<file path="src/rtl/mem_arbiter_if.sv">
// Bus bundle for mem_arbiter: fetch port, data port, shared memory command port
// and the contention counter. slave = arbiter view, master = requester/memory view.
interface mem_arbiter_if #(
  parameter int unsigned ADDR_W = 32,
  parameter int unsigned DATA_W = 32,
  parameter int unsigned CNT_W  = 16
);
  logic              I_Req;
  logic [ADDR_W-1:0] I_Addr;
  logic              I_Gnt;
  logic              I_Valid;
  logic [DATA_W-1:0] I_RData;

  logic              D_Req;
  logic              D_We;
  logic [ADDR_W-1:0] D_Addr;
  logic [DATA_W-1:0] D_WData;
  logic              D_Gnt;
  logic              D_Valid;
  logic [DATA_W-1:0] D_RData;

  logic [ADDR_W-1:0] M_Address;
  logic [DATA_W-1:0] M_WriteData;
  logic              M_MemRead;
  logic              M_MemWrite;
  logic [DATA_W-1:0] M_ReadData;

  logic [CNT_W-1:0]  ContentionCnt;

  modport slave (
    input  I_Req, I_Addr, D_Req, D_We, D_Addr, D_WData, M_ReadData,
    output I_Gnt, I_Valid, I_RData, D_Gnt, D_Valid, D_RData,
           M_Address, M_WriteData, M_MemRead, M_MemWrite, ContentionCnt
  );

  modport master (
    output I_Req, I_Addr, D_Req, D_We, D_Addr, D_WData, M_ReadData,
    input  I_Gnt, I_Valid, I_RData, D_Gnt, D_Valid, D_RData,
           M_Address, M_WriteData, M_MemRead, M_MemWrite, ContentionCnt
  );
endinterface

</file>
<file path="src/rtl/mem_arbiter.sv">
// Two-port (fetch/data) arbiter in front of a single-port memory, one access per 2 cycles.
// Optional macro MEM_ARB_ROUND_ROBIN_EN: alternate winners on contention (else D has fixed priority).
module mem_arbiter #(
  parameter int unsigned ADDR_W = 32,
  parameter int unsigned DATA_W = 32,
  parameter int unsigned CNT_W  = 16
) (
  input  logic         Clk,
  input  logic         Rst_n,
  mem_arbiter_if.slave bus
);

  typedef enum logic [1:0] {IDLE, ISSUE, RESP} state_t;

  state_t              state_q, state_d;
  logic                owner_q, owner_d;   // 1: data port owns the access
  logic                we_q, we_d;
  logic [ADDR_W-1:0]   m_addr_q, m_addr_d;
  logic [DATA_W-1:0]   m_wdata_q, m_wdata_d;
  logic                m_rd_q, m_rd_d;
  logic                m_wr_q, m_wr_d;
  logic [CNT_W-1:0]    cnt_q, cnt_d;
  logic [DATA_W-1:0]   i_rdata_q, i_rdata_d;
  logic [DATA_W-1:0]   d_rdata_q, d_rdata_d;
`ifdef MEM_ARB_ROUND_ROBIN_EN
  logic                last_d_q, last_d_d;
`endif

  logic can_grant, d_win, i_gnt, d_gnt, i_valid, d_valid, contend;

  // Arbitration, next-state and command capture
  always_comb begin
    state_d   = state_q;
    owner_d   = owner_q;
    we_d      = we_q;
    m_addr_d  = m_addr_q;
    m_wdata_d = m_wdata_q;
    m_rd_d    = 1'b0;
    m_wr_d    = 1'b0;
    cnt_d     = cnt_q;
    i_rdata_d = i_rdata_q;
    d_rdata_d = d_rdata_q;
    i_valid   = 1'b0;
    d_valid   = 1'b0;
`ifdef MEM_ARB_ROUND_ROBIN_EN
    last_d_d  = last_d_q;
    d_win     = bus.D_Req && (!bus.I_Req || !last_d_q);
`else
    d_win     = bus.D_Req;
`endif

    can_grant = Rst_n && (state_q != ISSUE);
    d_gnt     = can_grant && d_win;
    i_gnt     = can_grant && bus.I_Req && !d_win;

    case (state_q)
      IDLE:    if (i_gnt || d_gnt) state_d = ISSUE;
      ISSUE:   state_d = RESP;
      RESP: begin
        // Reset in the response cycle drops the pulse outright
        i_valid = Rst_n && !owner_q;
        d_valid = Rst_n && owner_q;
        if (!owner_q)         i_rdata_d = bus.M_ReadData;
        if (owner_q && !we_q) d_rdata_d = bus.M_ReadData;
        state_d = (i_gnt || d_gnt) ? ISSUE : IDLE;
      end
      default: state_d = IDLE;
    endcase

    if (d_gnt) begin
      owner_d   = 1'b1;
      we_d      = bus.D_We;
      m_addr_d  = bus.D_Addr & ~ADDR_W'(3);
      m_wdata_d = bus.D_WData;
      m_rd_d    = !bus.D_We;
      m_wr_d    = bus.D_We;
`ifdef MEM_ARB_ROUND_ROBIN_EN
      last_d_d  = 1'b1;
`endif
    end else if (i_gnt) begin
      owner_d   = 1'b0;
      we_d      = 1'b0;
      m_addr_d  = bus.I_Addr & ~ADDR_W'(3);
      m_rd_d    = 1'b1;
`ifdef MEM_ARB_ROUND_ROBIN_EN
      last_d_d  = 1'b0;
`endif
    end

    contend = (bus.I_Req && !i_gnt) || (bus.D_Req && !d_gnt);
    if (contend && (cnt_q != {CNT_W{1'b1}})) cnt_d = cnt_q + CNT_W'(1);
  end

  always_ff @(posedge Clk) begin
    if (!Rst_n) begin
      state_q   <= IDLE;
      owner_q   <= 1'b0;
      we_q      <= 1'b0;
      m_addr_q  <= '0;
      m_wdata_q <= '0;
      m_rd_q    <= 1'b0;
      m_wr_q    <= 1'b0;
      cnt_q     <= '0;
      i_rdata_q <= '0;
      d_rdata_q <= '0;
`ifdef MEM_ARB_ROUND_ROBIN_EN
      last_d_q  <= 1'b0;
`endif
    end else begin
      state_q   <= state_d;
      owner_q   <= owner_d;
      we_q      <= we_d;
      m_addr_q  <= m_addr_d;
      m_wdata_q <= m_wdata_d;
      m_rd_q    <= m_rd_d;
      m_wr_q    <= m_wr_d;
      cnt_q     <= cnt_d;
      i_rdata_q <= i_rdata_d;
      d_rdata_q <= d_rdata_d;
`ifdef MEM_ARB_ROUND_ROBIN_EN
      last_d_q  <= last_d_d;
`endif
    end
  end

  // Read data is passed straight through during RESP, then held
  assign bus.I_Gnt         = i_gnt;
  assign bus.D_Gnt         = d_gnt;
  assign bus.I_Valid       = i_valid;
  assign bus.D_Valid       = d_valid;
  assign bus.I_RData       = (state_q == RESP && !owner_q) ? bus.M_ReadData : i_rdata_q;
  assign bus.D_RData       = (state_q == RESP && owner_q && !we_q) ? bus.M_ReadData : d_rdata_q;
  assign bus.M_Address     = m_addr_q;
  assign bus.M_WriteData   = m_wdata_q;
  assign bus.M_MemRead     = m_rd_q;
  assign bus.M_MemWrite    = m_wr_q;
  assign bus.ContentionCnt = cnt_q;

endmodule
</file>
<file path="src/flat_wrapper.sv">
// flat-port wrapper written by rule: the top's interface ports become plain ports
module mem_arbiter_flat 
#(
  parameter int unsigned ADDR_W = 32,
  parameter int unsigned DATA_W = 32,
  parameter int unsigned CNT_W  = 16
)
  (Clk, Rst_n, bus_I_Req, bus_I_Addr, bus_D_Req, bus_D_We, bus_D_Addr, bus_D_WData, bus_M_ReadData, bus_I_Gnt, bus_I_Valid, bus_I_RData, bus_D_Gnt, bus_D_Valid, bus_D_RData, bus_M_Address, bus_M_WriteData, bus_M_MemRead, bus_M_MemWrite, bus_ContentionCnt);
  mem_arbiter_if #(.ADDR_W(ADDR_W), .DATA_W(DATA_W), .CNT_W(CNT_W)) bus_i ();
  input  logic Clk;
  input  logic Rst_n;
  input wire logic [$bits(bus_i.I_Req)-1:0] bus_I_Req;
  input wire logic [$bits(bus_i.I_Addr)-1:0] bus_I_Addr;
  input wire logic [$bits(bus_i.D_Req)-1:0] bus_D_Req;
  input wire logic [$bits(bus_i.D_We)-1:0] bus_D_We;
  input wire logic [$bits(bus_i.D_Addr)-1:0] bus_D_Addr;
  input wire logic [$bits(bus_i.D_WData)-1:0] bus_D_WData;
  input wire logic [$bits(bus_i.M_ReadData)-1:0] bus_M_ReadData;
  output wire logic [$bits(bus_i.I_Gnt)-1:0] bus_I_Gnt;
  output wire logic [$bits(bus_i.I_Valid)-1:0] bus_I_Valid;
  output wire logic [$bits(bus_i.I_RData)-1:0] bus_I_RData;
  output wire logic [$bits(bus_i.D_Gnt)-1:0] bus_D_Gnt;
  output wire logic [$bits(bus_i.D_Valid)-1:0] bus_D_Valid;
  output wire logic [$bits(bus_i.D_RData)-1:0] bus_D_RData;
  output wire logic [$bits(bus_i.M_Address)-1:0] bus_M_Address;
  output wire logic [$bits(bus_i.M_WriteData)-1:0] bus_M_WriteData;
  output wire logic [$bits(bus_i.M_MemRead)-1:0] bus_M_MemRead;
  output wire logic [$bits(bus_i.M_MemWrite)-1:0] bus_M_MemWrite;
  output wire logic [$bits(bus_i.ContentionCnt)-1:0] bus_ContentionCnt;
  assign bus_i.I_Req = bus_I_Req;
  assign bus_i.I_Addr = bus_I_Addr;
  assign bus_i.D_Req = bus_D_Req;
  assign bus_i.D_We = bus_D_We;
  assign bus_i.D_Addr = bus_D_Addr;
  assign bus_i.D_WData = bus_D_WData;
  assign bus_i.M_ReadData = bus_M_ReadData;
  assign bus_I_Gnt = bus_i.I_Gnt;
  assign bus_I_Valid = bus_i.I_Valid;
  assign bus_I_RData = bus_i.I_RData;
  assign bus_D_Gnt = bus_i.D_Gnt;
  assign bus_D_Valid = bus_i.D_Valid;
  assign bus_D_RData = bus_i.D_RData;
  assign bus_M_Address = bus_i.M_Address;
  assign bus_M_WriteData = bus_i.M_WriteData;
  assign bus_M_MemRead = bus_i.M_MemRead;
  assign bus_M_MemWrite = bus_i.M_MemWrite;
  assign bus_ContentionCnt = bus_i.ContentionCnt;
  mem_arbiter #(.ADDR_W(ADDR_W), .DATA_W(DATA_W), .CNT_W(CNT_W)) u_core (.Clk(Clk), .Rst_n(Rst_n), .bus(bus_i));
endmodule
</file>
<file path="config.mk">
export PLATFORM = sky130hd
export DESIGN_NAME = mem_arbiter_flat
export DESIGN_NICKNAME = d
export VERILOG_FILES = /design/src/rtl/mem_arbiter_if.sv /design/src/rtl/mem_arbiter.sv /design/src/flat_wrapper.sv
export SDC_FILE = /design/constraint.sdc
export NUM_CORES = 1
export LEC_CHECK = 0
export CORE_MARGIN = 2
export CORE_UTILIZATION = 36
export CTS_CLUSTER_SIZE = 25
export DETAILED_ROUTE_END_ITERATION = 10
export MAX_ROUTING_LAYER = met4
export PLACE_DENSITY = 0.83
export SYNTH_ARGS = -nofsm -noshare
export SYNTH_HDL_FRONTEND = slang
export SYNTH_SLANG_ARGS = --single-unit
</file>
<file path="constraint.sdc">
create_clock -name Clk -period 2.05 [get_ports Clk]
set_clock_uncertainty 0.15 [all_clocks]
set_input_delay 0.615 -clock Clk [delete_from_list [all_inputs] [get_ports Clk]]
set_output_delay 0.615 -clock Clk [all_outputs]
set_load 0.005 [all_outputs]
</file>
==> metrics.txt <==
Vias/cell=4.85; Cell Area, Synth=6010 um^2; vias=5,659; hold path depth=2; area of the core=16,500 um^2; sequential area share after synthesis=49.3%; CP required=1.28 ns; Placer Congestion=0.788; clock-pin slew on the worst setup and hold paths=0.07 ns; fmax=373 MHz; RSZ-0062 raised after global routing=yes; post-synth top area share=49.3%; Yosys top cell by area=dfxtp_1; CTS tree=yes; max-slew violations=0; crit-path max FO=8; ys async rst share=0%; clock tree buffer depth=2; design area=10,800 um^2; PwrDens=715 nW/um^2; number of flops mapped to enable cells by yosys=0; critical path launch point type=register; leakage=5.21 nW; DRC=0; CTS sink count=148; Place WS=-0.653 ns; Die ar.=17,700 um^2; Ys Warns=0; logic gate share of total power=16.9%; Mapped Cells=599; Die Ht=133 um; Initial Util=36.5%; Cell Count Post-Placement=1,081; final setup TNS=-34.40 ns; CP Data Arrival Time=1.92 ns; max-cap violation count=0; utilization after layout=65.4%; Final Setup Violations=72; setup ws final=-0.631 ns; vias in the first global route=5,785; FP Rows=47; Layout area overhead=79.2%; first-pass GRT wire length=30,800 um; Sw Share=24.8%; Detail Route Antenna Nets=0; dpl cell area=9080 um^2; pin count of the biggest net entering global routing=97; Least-Margin Pin Slew=0.599 ns; CP Class=reg2out; switching power=1.91 mW; Yosys cell types=44; first drt pass iteration count=4; GRT Util Overall=22.9%; clock buffer count from CTS=17; worst min path class=reg2reg; violated checks=negative setup slack; synthesized flop and latch total=148; min Tclk post-route=2.68 ns; Final Instance Count excl. Fillers=1,167; I/O pin count=283; CTS HTree Levels=4; total gr overflow=0; cell count of the worst reg-to-reg path=12; Internal Pwr Total=5.79 mW; final critical-path share of the clock period=131%; Routed WL=20,200 um; Die Span X=133 um; Seq pwr share=40.2%; layout net count=1,066; final hold viol count=0; Hold WS=0.300 ns; share of cells above drive strength 1=31.7%; CP endpoint kind=output pin; port buffer count=276; Syn Area/Cell=10.0 um^2; Pwr Total=7.70 mW; Post-synth top cells=dfxtp_1, nand2_1, and2_1; largest cells by area after synthesis=dfxtp_1, mux2_2, and2_1; initial antenna violation count=2; status=finished, violations left; Main synth FF type=dfxtp_1; Peak VDD IR=0.583 mV; Max transition margin=59.8%; DRT iter0 DRCs=181; clock power share=42.9%; worst skew pair latency=0.41 ns; WL per Instance=17.3 um; most common cell in the netlist=dfxtp_1; Root Driver=clkbuf_16; Post-DP HPWL=12,100 um
-- cells by family (layout without fill, tap and decap cells) --
logic type	count (synthesis)	count (layout)	share of synthesized area (%)
xor+xnor	11	11	1.60
compound gates	40	40	5.31
simple gates	254	254	22.1
buf+inv	48	393	4.06
mux	96	96	17.3
other cells	1	4	0.0624
fa+ha+maj	1	1	0.208
flops	148	148	49.3
-- sequential cells by signal, summed over array words and instances (netlist names) --
name	flops
u_core.bus.M_WriteData	32
u_core.bus.ContentionCnt	16
u_core.state_q	2
u_core.we_q	1
u_core.bus.M_MemWrite	1
u_core.i_rdata_q	32
u_core.owner_q	1
u_core.bus.M_Address	30
u_core.d_rdata_q	32
u_core.bus.M_MemRead	1
-- what timing repair did --
| action | 4_1_cts | 5_1_grt |
|---|---|---|
| hold endpoints to repair | 0 | 0 |
| hold buffers | 0 | 0 |
| buffers inserted | 38 | 20 |
| endpoints found under the setup margin | 155 | 144 |
| cloned | 7 | 0 |
| resized for setup | 484 | 73 |
| pin swaps | 9 | 14 |
-- layer usage --
metal  wire length, um  track usage [%]  vias to the layer above  part of all wire (%)
met2             10300             40.7                      256                    51
met4               591             7.92                        0                   2.9
met3              1340             6.35                       37                   6.7
met5                 0                -                        -                     0
li1                  -                -                     2697                     -
met1              7920             24.5                     2669                    39
-- worst paths after layout --
kind / from / endpoint / slack [ns]
worst max register to register: u_core.state_q[0] / u_core.bus.ContentionCnt[7] / -0.03
worst min register to register: u_core.bus.M_WriteData[8] / u_core.bus.M_WriteData[8] / 0.30
worst min-delay path: u_core.bus.M_WriteData[8] / u_core.bus.M_WriteData[8] / 0.30
worst max-delay path: u_core.state_q[0] / bus_D_RData[8] / -0.63
-- power by group through the flow --
stage / combinational, mW / sequential [mW] / clock, mW
floorplan: 0.399 / 3.17 / 0
finish: 1.30 / 3.10 / 3.30
CTS: 1.29 / 3.10 / 3.36
global route: 1.40 / 3.11 / 3.48
global placement: 1.12 / 3.16 / 0
detailed placement: 1.14 / 3.16 / 0
-- cells in the final DEF, fill, tap and decap left out, types with 3 or more instances in the layout --
| master | synthesis | layout |
|---|---|---|
| clkdlybuf4s50_1 | 0 | 145 |
| dfxtp_1 | 148 | 120 |
| buf_6 | 4 | 84 |
| nand2_1 | 70 | 70 |
| and2_1 | 66 | 66 |
| mux2_4 | 0 | 64 |
| nor2_1 | 52 | 50 |
| buf_4 | 8 | 42 |
| dlygate4sd2_1 | 0 | 38 |
| nand3_1 | 39 | 37 |
| mux2i_1 | 32 | 32 |
| a211oi_1 | 30 | 30 |
| dlymetal6s2s_1 | 0 | 24 |
| dfxtp_2 | 0 | 22 |
| clkbuf_16 | 0 | 17 |
| buf_12 | 0 | 9 |
| xnor2_1 | 7 | 6 |
| clkbuf_2 | 0 | 6 |
| dfxtp_4 | 0 | 6 |
| nor4_4 | 2 | 5 |
| inv_6 | 0 | 5 |
| xor2_1 | 4 | 4 |
| clkinv_4 | 0 | 3 |
| inv_1 | 4 | 3 |
| nand4_2 | 3 | 3 |
| nand4_1 | 3 | 3 |
| a21oi_1 | 3 | 3 |
| bufinv_16 | 0 | 3 |
| buf_16 | 0 | 3 |
| buf_2 | 3 | 3 |
-- cell type report --
type,count,area (um^2)
clock buffer,18,429
fill,1248,5700
antenna,2,5.00
sequential,148,3010
multi-input combinational,404,3160
inverter,6,27.5
clock inverter,14,194
tap,220,275
timing repair buffer,355,3670
-- critical path, stage by stage, from the launching register on --
cell      delay, ns
dfxtp_2        0.32
nand2b_4       0.16
nor3b_4        0.22
buf_6          0.15
buf_12         0.14
buf_6          0.11
mux2_4         0.30
buf_6          0.12
Power figures use the tool's default switching activity.
